<file path="config.mk">
export PLATFORM = sky130hd
export DESIGN_NAME = instr_fetch
export DESIGN_NICKNAME = d
export VERILOG_FILES = /design/src/rtl/instr_fetch.sv
export SDC_FILE = /design/constraint.sdc
export NUM_CORES = 1
export LEC_CHECK = 0
export ABC_AREA = 1
export BUFFER_PORTS_ARGS = -buffer_cell sky130_fd_sc_hd__buf_2
export CORE_ASPECT_RATIO = 1.1
export CORE_MARGIN = 4
export CORE_UTILIZATION = 55
export CTS_CLUSTER_SIZE = 28
export DETAILED_ROUTE_END_ITERATION = 7
export GPL_TIMING_DRIVEN = 0
export PLACE_DENSITY = 0.8
export SETUP_SLACK_MARGIN = 0.02
export SLEW_MARGIN = 30
export SYNTH_ARGS = -nofsm -noshare
export SYNTH_HDL_FRONTEND = slang
export SYNTH_SLANG_ARGS = --single-unit
</file>
<file path="constraint.sdc">
create_clock -name clk -period 2.9 [get_ports clk]
set_clock_uncertainty 0.1 [all_clocks]
set_input_delay 0.29 -clock clk [delete_from_list [all_inputs] [get_ports clk]]
set_output_delay 0.29 -clock clk [all_outputs]
set_load 0.1 [all_outputs]
</file>
<file path="src/rtl/instr_fetch.sv">
// Instruction fetch unit: a PC register feeding a two-entry in-order buffer.
// Redirects flush the buffer, and an out-of-range redirect target sets a sticky fault.
module instr_fetch #(
    parameter int         MEM_DEPTH = 32,
    parameter logic [7:0] RESET_PC  = 8'h00
) (
    input  logic       clk,
    input  logic       clear,
    output logic [7:0] address,
    input  logic [7:0] instruction,
    input  logic       halt,
    input  logic       redirect,
    input  logic [7:0] redirect_target,
    output logic       out_valid,
    input  logic       out_ready,
    output logic [7:0] out_instruction,
    output logic [7:0] out_pc,
    output logic       fault
);

    localparam logic [8:0] DEPTH   = 9'(MEM_DEPTH);
    localparam logic [7:0] LAST_PC = 8'(MEM_DEPTH - 1);

    logic [7:0] pc;
    logic [7:0] tail_instruction;
    logic [7:0] tail_pc;
    logic [1:0] count;
    logic       pop;
    logic       push;
    logic       target_ok;

    assign address   = pc;
    assign out_valid = (count != 2'd0);
    assign pop       = out_valid && out_ready;
    assign push      = !halt && !redirect && !fault && ((count < 2'd2) || pop);
    assign target_ok = {1'b0, redirect_target} < DEPTH;

    always_ff @(posedge clk) begin
        if (clear) begin
            pc    <= RESET_PC;
            fault <= 1'b0;
        end else if (redirect) begin
            if (target_ok) begin
                pc <= redirect_target;
            end else begin
                fault <= 1'b1;
            end
        end else if (push) begin
            pc <= (pc == LAST_PC) ? 8'h00 : pc + 8'd1;
        end
    end

    // Head lives in the output registers; the tail slot only fills when the head is occupied.
    always_ff @(posedge clk) begin
        if (clear) begin
            count            <= 2'd0;
            out_instruction  <= 8'h00;
            out_pc           <= 8'h00;
            tail_instruction <= 8'h00;
            tail_pc          <= 8'h00;
        end else if (redirect) begin
            count <= 2'd0;
        end else begin
            case ({push, pop})
                2'b10: begin
                    if (count == 2'd0) begin
                        out_instruction <= instruction;
                        out_pc          <= pc;
                    end else begin
                        tail_instruction <= instruction;
                        tail_pc          <= pc;
                    end
                    count <= count + 2'd1;
                end
                2'b01: begin
                    if (count == 2'd2) begin
                        out_instruction <= tail_instruction;
                        out_pc          <= tail_pc;
                    end
                    count <= count - 2'd1;
                end
                2'b11: begin
                    if (count == 2'd1) begin
                        out_instruction <= instruction;
                        out_pc          <= pc;
                    end else begin
                        out_instruction  <= tail_instruction;
                        out_pc           <= tail_pc;
                        tail_instruction <= instruction;
                        tail_pc          <= pc;
                    end
                end
                default: begin
                end
            endcase
        end
    end

endmodule

</file>
---- Word-level counts from Yosys, hierarchy flattened ----
Index checks and enable logic that the tools add are counted.
operators by class
  muxes and demuxes ....................... 19
  reductions and logical operators ........ 19
  magnitude comparators ................... 2
  bitwise gates (word level) .............. 2
  $add $sub $neg .......................... 3
  equality and inequality tests ........... 11
operators by type and width
  kind                                                                   number
  8-bit 2-to-1 mux                                                       14
  8-bit one-hot mux with 3 select lines                                  2
  8-bit one-hot mux with 2 select lines                                  2
  8-bit by 1-bit adder with 8-bit output, second input constant          1
  8-bit by 5-bit equality test with 1-bit output, second input constant  1
  8-bit by 6-bit < comparator with 1-bit output, second input constant   1
  2-bit != test, second input constant                                   4
  4-bit AND reduction                                                    2
  2-bit nonzero test                                                     4
  2-bit equality test, second input constant                             3
  2-bit by 1-bit equality test with 1-bit output, second input constant  2
  1-bit logical AND                                                      4
  2-bit one-hot mux with 2 select lines                                  1
  2-bit AND reduction                                                    2
  1-bit zero test                                                        3
  3-bit nonzero test                                                     1
  2-bit by 1-bit adder with 2-bit output, second input constant          1
  2-bit zero test                                                        1
  2-bit < comparator, second input constant                              1
  2-bit by 1-bit != test with 1-bit output, second input constant        1
  1-bit inverter                                                         2
  2-bit OR reduction                                                     1
  2-bit by 1-bit subtractor with 2-bit output, second input constant     1
  1-bit logical OR                                                       1
word-level totals
  bits of input ports ..................... 21
  register bits after elaboration ......... 43
  output and inout port bits .............. 26
  word-level logic and storage cells ...... 63

---- Logic depth before layout (Yosys ltp) ----
  depth in word-level cells ............... 7
  gate-level depth with buffers ........... 16
  depth with buffers taken out ............ 15

---- Worst setup path before layout ----
OpenSTA, ideal clock, no wires.
  kind .................................... register to register
  from .................................... register count[0]
  to ...................................... register tail_pc[6]
  stages on the path, launching flop included .. 14
  period minus slack after synthesis ...... 2.461 ns
  slack ................................... 0.439 ns
  path buffers ............................ 2
  data required time ...................... 2.682 ns
  arrival ................................. 2.243 ns
  library setup time ...................... 0.118 ns
  cells stage by stage .................... dfxtp_1 > inv_1 > ha_1 > inv_2 > nand2_4 > inv_2 > buf_2 > ha_1 > inv_1 > o21ai_2 > nand2_2 > buf_4 > o21ai_0 > nor2_1
between the ends
  word-level cells in the longest chain between the ends .. 7
  elaborated cells on any way between the ends .. 14
  those cells by class .................... order compare: 1; eq/ne: 5; mux: 1; reduce/logical: 7
ends and longest elaborated chain
  element                                                               RTL line  text
  start, declared                                                       27        logic [1:0] count;
  start signal, assigned                                                73        count <= count + 2'd1;
  start signal, assigned                                                80        count <= count - 2'd1;
  2-bit nonzero test (*)                                                33        assign out_valid = (count != 2'd0);
  named net out_valid                                                   14        output logic out_valid,
  1-bit logical AND (*)                                                 34        assign pop = out_valid && out_ready;
  1-bit logical OR                                                      35        assign push = !halt && !redirect && !fault && ((count < 2'd2) || pop);
  1-bit logical AND                                                     35
  2-bit equality test                                                   64        case ({push, pop})
  2-bit != test (no line) / 2-bit nonzero test (equally long branches)  --
  4-bit AND reduction (no line)                                         --
  end signal, assigned                                                  71        tail_pc <= pc;
  end signal, assigned                                                  90        tail_pc <= pc;
  end, declared                                                         26        logic [7:0] tail_pc;
The timed path passes the listed nets; every way through them passes the cells marked *.
A chain may end at the register's enable or synchronous reset.

---- Final worst setup path ----
  from .................................... register count[0]
  to ...................................... register out_pc[1]
between the ends
  word-level cells in the longest chain between the ends .. 7
  elaborated cells on any way between the ends .. 17
  those cells by class .................... order compare: 1; eq/ne: 7; mux: 2; reduce/logical: 7
ends and longest elaborated chain
  element                                                     RTL line  text
  branches (longest 7 deep; another with 2-bit < comparator)  --
  end signal, assigned                                        68        out_pc <= pc;
  end signal, assigned                                        78        out_pc <= tail_pc;
  end signal, assigned                                        85        out_pc <= pc;
  end, declared                                               17        output logic [7:0] out_pc,
Parallel ways; which one is timed is not known.

==> reports/qor.txt <==
sequential area share after synthesis: 36.2%
setup violators final: 0
clk sinks: 43
commonest cells after routing, fill and taps aside: nor2_1, nand2_1, buf_2, dfxtp_1
top_reg_cell synth: dfxtp_1
layout cells sized above 1: 20.7%
CTS tree: yes
first-pass GRT wire length: 9.71 mm
setup_tns: 0 ps
post-cts sizing count: 0
CP Launch Type: register
I/O pins: 47
synth unique cells: 29
core area: 0.00408 mm^2
commonest non-fill, non-tap cell in the layout: nor2_1
row count: 24
initial antenna violation count: 0
vias in the first global route: 2203
# Post-CTS Setup Buffers: 0
post-layout min period: 2500 ps
post-DP HPWL: 4.07 mm
worst slew pin tran: 489 ps
Final period util: 86.3%
HP Start: clear
IO Port Bufs: 46
initial core utilization: 58.2%
cts hold-fix bufs: 0
crit-path max FO: 12
post-synthesis net count: 387
crit path launch: count[0]
DRT antenna net count: 0
Hold Vio Cnt, Final: 0
CP required: 3050 ps
Syn-to-layout area delta: 17.1%
Max IR drop VDD: 0.000288 V
Synth area leaders: dfxtp_1, nor2_1, nand2_1
share of the synthesized area in the top cell type: 36.2%
Async S/R FF share, synth: 0%
Nets: 440
wire per inst: 11.8 um
FILL cells: 383
Hold Crit Class: in -> reg
Syn Area/Cell: 6.66 um^2
r2r worst-path depth: 14
synthesized area: 0.00238 mm^2
Die Span Y: 77.0 um
diodes inserted: 0
crit end category: register
register bit total from synthesis: 43
CTS Root Cell: clkbuf_8
fmax: 400 MHz
drt first pass iters: 5
largest area contributor in the synthesized netlist: dfxtp_1
Via density: 5.05
reg2reg setup slack: 400 ps
Worst Setup Path Type: reg -> reg
status: complete, no violations
Clock Latency Late Sink: 300 ps
Tot GR Track Use: 21.6%
Slew HR: 67.6%
Clock Path Buffers: 2
Routed WL: 5.47 mm
Yosys warning count: 0
DR DRC count: 0
RR Startpoint: count[0]
Chip Width: 70.7 um
Max Cap Viol: 0
PD cells: 558 mW/mm^2
post-synthesis cell count: 357
Die ar.: 0.00544 mm^2
Hold Slack: 126 ps
GRT Residual Overflow: 0
hold path depth: 2
Vias: 2336
number of enable flip-flop cells after synthesis: 0
H-tree depth: 2
max-slew violations: 0
Iter 0 DRT Violations: 173
largest net degree at the start of global routing: 15
Leakage Power: 1.42 nW
RSZ-0062 raised after global routing: no
Placer Congestion: 0.833
Worst EP arrival: 2650 ps
Num CTS Buffers: 5
Worst-path clk slew: 90 ps
## report_power, final
part,leakage [nW],total [W],internal (W),switching (W)
clock,0.0581,0.000475,0.000257,0.000219
combinational,1.01,0.000432,0.000100,0.000332
sequential,0.350,0.000648,0.000622,0.0000258
total,1.42,0.00155,0.000979,0.000576
## cell families (layout without fill, tap and decap cells)
| group | after synthesis | count (layout) | synth area share (%) |
|---|---|---|---|
| AOI/OAI and AO/OA | 50 | 50 | 12.4 |
| and+or+nand+nor | 200 | 200 | 35.3 |
| adders and majority gates | 9 | 9 | 4.73 |
| DFF | 43 | 43 | 36.2 |
| xor gates and xnor gates | 1 | 1 | 0.368 |
| buffers and inverters | 54 | 108 | 11.0 |
## state kept, by name, indices dropped and copies added (netlist names)
register	flops
address	8
out_instruction	8
out_pc	8
tail_instruction	8
tail_pc	8
count	2
fault	1
## final timing paths
kind	to
worst min-delay path	fault
worst max-delay path	out_pc[1]
worst max register to register	out_pc[1]
worst min register to register	tail_instruction[7]
## cells in the mapped netlist (2+ instances only)
cell type,n
a21oi_1,7
buf_2,3
buf_4,3
buf_6,5
clkbuf_1,2
dfxtp_1,43
ha_1,9
inv_1,35
inv_2,3
nand2_1,76
nand2_2,8
nand3_1,27
nor2_1,84
o21ai_0,35
o21bai_1,3
## stage by stage
stage               power [W]  utilization (%)  cells  instance area [um^2]  setup slack, ps
floorplan             0.00101                -    357                  2380              439
global placement      0.00109             65.5    455                  2670              485
detailed placement    0.00109             65.5    455                  2670              426
CTS                   0.00156             68.2    463                  2790              415
global route          0.00163             68.2    463                  2790              180
finish                0.00155             68.2    463                  2790              398
## worst max-delay path, stage by stage (launching register included)
cell and delay, ps:
dfxtp_1 390, inv_1 90, ha_1 210, inv_2 100
nand2_4 70, inv_2 130, buf_2 290, ha_1 210
inv_1 80, o21bai_4 220, buf_2 270, nand3_1 90
nand2_1 90, nor2_1 50, nor2_1 70
## area by class of cell
| class | instances | area [um^2] | area share [%] |
|---|---|---|---|
| inverter | 40 | 153 | 5.48 |
| clock buffer | 5 | 68.8 | 2.47 |
| buffer | 14 | 109 | 3.91 |
| sequential | 43 | 861 | 30.9 |
| timing repair buffer | 46 | 230 | 8.26 |
| multi-input combinational | 260 | 1260 | 45.1 |
| clock inverter | 3 | 43.8 | 1.57 |
| tap | 52 | 65.1 | 2.33 |
## per-layer routing
metal  vias up  part of all wire, %  global-route usage [%]
li1       1220                    -                       -
met1      1018                   44                    27.9
met2        91                   47                    35.9
met3         7                  6.9                    4.31
met4         0                  1.2                    6.77
met5         -                    0                       0
Power figures use the tool's default switching activity.
